### src/rtl/gf_inverter_seq.sv
// Multi-cycle GF(2^M) inverter: y = x^(2^M-2) by square-and-multiply, 0 maps to 0.
// Optional GF_INV_EARLY_EXIT_EN: operands 0 and 1 bypass the CALC phase.
module gf_inverter_seq #(
    parameter int         M    = 8,
    parameter logic [M:0] POLY = 9'h11B
) (
    input  logic         clk,
    input  logic         rst,
    input  logic         in_valid,
    output logic         in_ready,
    input  logic [M-1:0] byte_in,
    output logic         out_valid,
    input  logic         out_ready,
    output logic [M-1:0] byte_out,
    output logic         busy
);

    localparam logic [1:0]   S_IDLE   = 2'd0;
    localparam logic [1:0]   S_CALC   = 2'd1;
    localparam logic [1:0]   S_DONE   = 2'd2;
    localparam logic [4:0]   CNT_LAST = 5'(M - 2);
    localparam logic [M-1:0] GF_ZERO  = {M{1'b0}};
    localparam logic [M-1:0] GF_ONE   = {{(M-1){1'b0}}, 1'b1};

    // Interleaved shift-and-xor product; the shifted operand is reduced every step.
    function automatic logic [M-1:0] gf_mul(input logic [M-1:0] a, input logic [M-1:0] b);
        logic [M-1:0] acc;
        logic [M-1:0] sh;
        acc = GF_ZERO;
        sh  = a;
        for (int i = 0; i < M; i++) begin
            if (b[i]) begin
                acc = acc ^ sh;
            end
            if (sh[M-1]) begin
                sh = (sh << 1) ^ POLY[M-1:0];
            end else begin
                sh = sh << 1;
            end
        end
        return acc;
    endfunction

    logic [1:0]   state_q, state_d;
    logic [4:0]   cnt_q, cnt_d;
    logic [M-1:0] x_q, x_d;
    logic [M-1:0] y_q, y_d;
    logic [M-1:0] byte_out_q, byte_out_d;
    logic         out_valid_q, out_valid_d;
    logic [M-1:0] sq_s;
    logic [M-1:0] step_s;

    assign sq_s   = gf_mul(y_q, y_q);
    assign step_s = gf_mul(sq_s, x_q);

    // Next-state and datapath decode.
    always_comb begin
        state_d     = state_q;
        cnt_d       = cnt_q;
        x_d         = x_q;
        y_d         = y_q;
        byte_out_d  = byte_out_q;
        out_valid_d = out_valid_q;
        case (state_q)
            S_IDLE: begin
                if (in_valid) begin
                    x_d     = byte_in;
                    y_d     = byte_in;
                    cnt_d   = 5'd0;
                    state_d = S_CALC;
`ifdef GF_INV_EARLY_EXIT_EN
                    if (byte_in <= GF_ONE) begin
                        byte_out_d  = byte_in;
                        out_valid_d = 1'b1;
                        state_d     = S_DONE;
                    end else begin
                        state_d = S_CALC;
                    end
`endif
                end else begin
                    state_d = S_IDLE;
                end
            end
            S_CALC: begin
                // Last step is a bare square: exponent 2^M-2 has a zero LSB.
                if (cnt_q == CNT_LAST) begin
                    y_d         = sq_s;
                    byte_out_d  = sq_s;
                    out_valid_d = 1'b1;
                    state_d     = S_DONE;
                end else begin
                    y_d   = step_s;
                    cnt_d = cnt_q + 5'd1;
                end
            end
            S_DONE: begin
                if (out_ready) begin
                    out_valid_d = 1'b0;
                    state_d     = S_IDLE;
                end else begin
                    state_d = S_DONE;
                end
            end
            default: begin
                out_valid_d = 1'b0;
                state_d     = S_IDLE;
            end
        endcase
    end

    // State and result registers; reset aborts any operation in flight.
    always_ff @(posedge clk or posedge rst) begin
        if (rst) begin
            state_q     <= S_IDLE;
            cnt_q       <= 5'd0;
            x_q         <= GF_ZERO;
            y_q         <= GF_ZERO;
            byte_out_q  <= GF_ZERO;
            out_valid_q <= 1'b0;
        end else begin
            state_q     <= state_d;
            cnt_q       <= cnt_d;
            x_q         <= x_d;
            y_q         <= y_d;
            byte_out_q  <= byte_out_d;
            out_valid_q <= out_valid_d;
        end
    end

    assign in_ready  = (state_q == S_IDLE);
    assign busy      = (state_q != S_IDLE);
    assign out_valid = out_valid_q;
    assign byte_out  = byte_out_q;

endmodule
### config.mk
export PLATFORM = sky130hd
export DESIGN_NAME = gf_inverter_seq
export DESIGN_NICKNAME = d
export VERILOG_FILES = /design/src/rtl/gf_inverter_seq.sv
export SDC_FILE = /design/constraint.sdc
export NUM_CORES = 1
export LEC_CHECK = 0
export BUFFER_PORTS_ARGS = -buffer_cell sky130_fd_sc_hd__buf_4
export CAP_MARGIN = 10
export CORE_MARGIN = 8
export CORE_UTILIZATION = 56
export DETAILED_ROUTE_END_ITERATION = 6
export PLACE_DENSITY = 0.73
export REMOVE_ABC_BUFFERS = 1
export SLEW_MARGIN = 20
export SYNTH_ARGS = -nofsm -noshare
export SYNTH_HDL_FRONTEND = slang
export SYNTH_SLANG_ARGS = --single-unit
### constraint.sdc
create_clock -name clk -period 3.11 [get_ports clk]
set_clock_uncertainty 0.05 [all_clocks]
set_input_delay 0 -clock clk [delete_from_list [all_inputs] [get_ports clk]]
set_output_delay 0 -clock clk [all_outputs]
set_load 0.01 [all_outputs]
==> impl_metrics.toml <==
[critical_path]
required_ps = 3260
crit_fanout = 13
setup.worst_path.end_class = "register"
rr_worst_depth = 13
cp_data_arrival_time_ps = 3540
cp-start-kind = "register"
critPathKind = "reg2reg"
r2r_end = "y_q[5]"
r2r-start = "y_q[2]"
ff2ff_setup_slack_ps = -290

[timing]
timing.fmax_mhz = 294.3
finalHoldViolCount = 0
tightest_slew_ps = 823.8
fin_ws_ps = -287.6
period_share = 1.092
timing.slew.headroom = 0.4466
post-route-min-period_ps = 3398
drv_slew = 0
finalSetupViolCount = 8
rsz0062_at_grt = "yes"

[yosys]
synth_top_area_share = 0.2184
synth_edf_count = 0
synth.avg_cell_area_sq_um = 8.749
netlist_area_sq_mm = 0.003666
ys_types = 53
synthArstFlopShare = 1.000
yosysSeqAreaShare = 0.2184
synth_largest_area_cell = "dfrtp_1"
ys_top_cells_by_area = "dfrtp_1, xnor2_1, nand2_1, xnor3_1, xor2_1"
synthCells = 419
synthFlopType = "dfrtp_1"
ys_warn_count = 0
synth_seq_cells = 32

[drt]
ant_nets = 0
wl_um = 12260
drc = 0
wl_per_cell_um = 20.17
dr.pass1.iters = 5
viasPerCell = 6.043
drt_iter0_markers = 394
route.vias.total = 3674

[clock_tree]
htree_num_levels = 2
worst_skew_pair.late_latency_ps = 290
cts.clk_slew.worst_paths_ps = 80
cts_root_buf = "clkbuf_8"
cts_sinks = 32
cts_tree = "built"
cts_inserted_buffers = 5
cts_buffer_depth = 2

[global_route]
overflow = 0
antenna_found_initial = 0
grt_pass1_vias = 3502
grt_pass1_wl_um = 17730
grtUsageTotal = 0.2301
grt_max_degree = 33

[floorplanning]
initial_core_util = 0.5773
fp-row-count = 29
io-pin-count = 23
coreArea_sq_mm = 0.006350
die_w_um = 96.91
dieArea_sq_mm = 0.009392
die-height_um = 96.91

[cells_and_area]
fillCellCount = 350
area_growth_pct = 43.21
final-seq-area_sq_um = 805.8
multiInputGateArea_sq_mm = 0.003059
diodes = 0
final_net_count = 545
drive_gt1_frac = 0.3955

[hold_path]
hold_path_class = "in2async"

[placement]
io_buffers = 22
place.gp.congestion = 0.9555
place_ws_ps = -349.3
dp_hpwl_um = 7805

[run]
maxCapViolCount = 0

[outcome]
violations = "negative setup slack"
outcome = "finished with violations"
==> cells by family after synthesis <==
kind of cell | share of synthesized area
XOR/XNOR | 0.3546
flip-flops | 0.2184
buffers and inverters | 0.05665
AO/OA/AOI/OAI | 0.1471
adder cells (fa/ha/maj) | 0.01024
AND/OR/NAND/NOR | 0.1713
multiplexers | 0.04164
==> cells in the final DEF (no fill, tap or decap), types with 3 or more instances in the layout <==
cell / synthesis / layout
xnor3_2: 1 / 3
xnor2_1: 59 / 42
mux2_2: 9 / 9
a32oi_1: 5 / 3
o22ai_1: 4 / 4
nand3_1: 3 / 3
nand2_2: 0 / 3
a221oi_1: 5 / 5
nor3b_1: 4 / 3
buf_4: 3 / 104
nor2_1: 19 / 19
o21ai_0: 16 / 13
xor2_2: 6 / 5
a21oi_2: 2 / 7
xnor2_4: 5 / 9
o221ai_1: 5 / 4
nor2b_1: 5 / 4
dlygate4sd3_1: 0 / 11
xor2_1: 20 / 15
inv_1: 13 / 13
xor2_4: 0 / 6
o2bb2ai_1: 5 / 5
o21ai_1: 0 / 3
dfrtp_1: 32 / 28
buf_6: 4 / 13
xnor2_2: 6 / 19
a21oi_1: 25 / 20
nand2_1: 82 / 77
mux2i_1: 4 / 3
dfrtp_2: 0 / 4
nand2b_1: 15 / 13
clkbuf_8: 0 / 5
xnor3_1: 9 / 7
==> Yosys cell counts (all sizes together) (2+ instances only) <==
library cell	instances
nor3b	4
mux2i	4
xnor3	10
mux2	10
nor2	19
a221oi	5
a21oi	27
buf	15
o2bb2ai	5
a311o	2
nor3	3
nand4	2
clkbuf	13
a31oi	2
nand3	3
o221ai	6
dfrtp	32
nand2	82
xor2	26
nor2b	5
nand2b	15
a22oi	2
o21ai	16
xor3	2
or3	2
xnor2	70
ha	3
a32oi	5
o22ai	4
inv	13
==> worst max-delay path: stages, from the launching register on <==
cell and delay [ps]:
dfrtp_2 470, buf_12 170, inv_1 170, xnor2_1 100, a22oi_1 170, xnor3_2 590, xor2_4 240, xnor2_4 220
buf_6 140, nand2_4 50, xnor3_1 370, xnor2_1 220, xnor2_1 120, a21oi_1 220
==> layer usage <==
metal	routed length [um]	track usage
met3	895	0.03983
met1	4763	0.2783
met5	0	0
met4	401	0.06154
met2	6202	0.4068
==> flip-flops by register name, summed over array words and instances (netlist names) <==
name and flops:
state_q 2, x_q 8, cnt_q 5, y_q 8
byte_out 8, out_valid 1
==> cell type report <==
type,count,share of cell area
Tap cell,77,0.01835
Clock buffer,5,0.01311
Timing Repair Buffer,132,0.2143
Inverter,14,0.01001
Sequential cell,32,0.1535
Multi-Input combinational cell,345,0.5827
Clock inverter,3,0.008103
==> what timing repair did <==
action	in CTS	in global routing
pin swaps	23	31
gates resized for setup	36	47
buffers inserted	12	7
setup endpoints to repair	8	8
hold endpoints to repair	45	0
cloned	1	0
hold buffers	11	0
==> per-stage QoR <==
step	std cells	setup TNS, ps	hold slack, ps	instance area, sq um	util
2_1_floorplan	391	-3233	36.62	3511	-
3_3_place_gp	569	-1285	65.98	4365	0.6875
3_5_place_dp	569	-1556	78.41	4365	0.6875
4_1_cts	601	-590.0	334.6	4910	0.7732
5_1_grt	608	-2441	397.6	5250	0.8268
6_report	608	-1375	337.2	5250	0.8268
==> worst max path at each step <==
stage,start,end,slack [ps]
floorplan,y_q[7],y_q[6],-580
global placement,y_q[4],y_q[3],-300
detailed placement,y_q[0],y_q[3],-350
CTS,y_q[6],y_q[5],-150
global route,y_q[2],y_q[5],-390
finish,y_q[2],y_q[5],-290
Power is left out: the tool's default activity adds up to more than one toggle a clock period on the data nets, which glitch-free logic cannot reach.
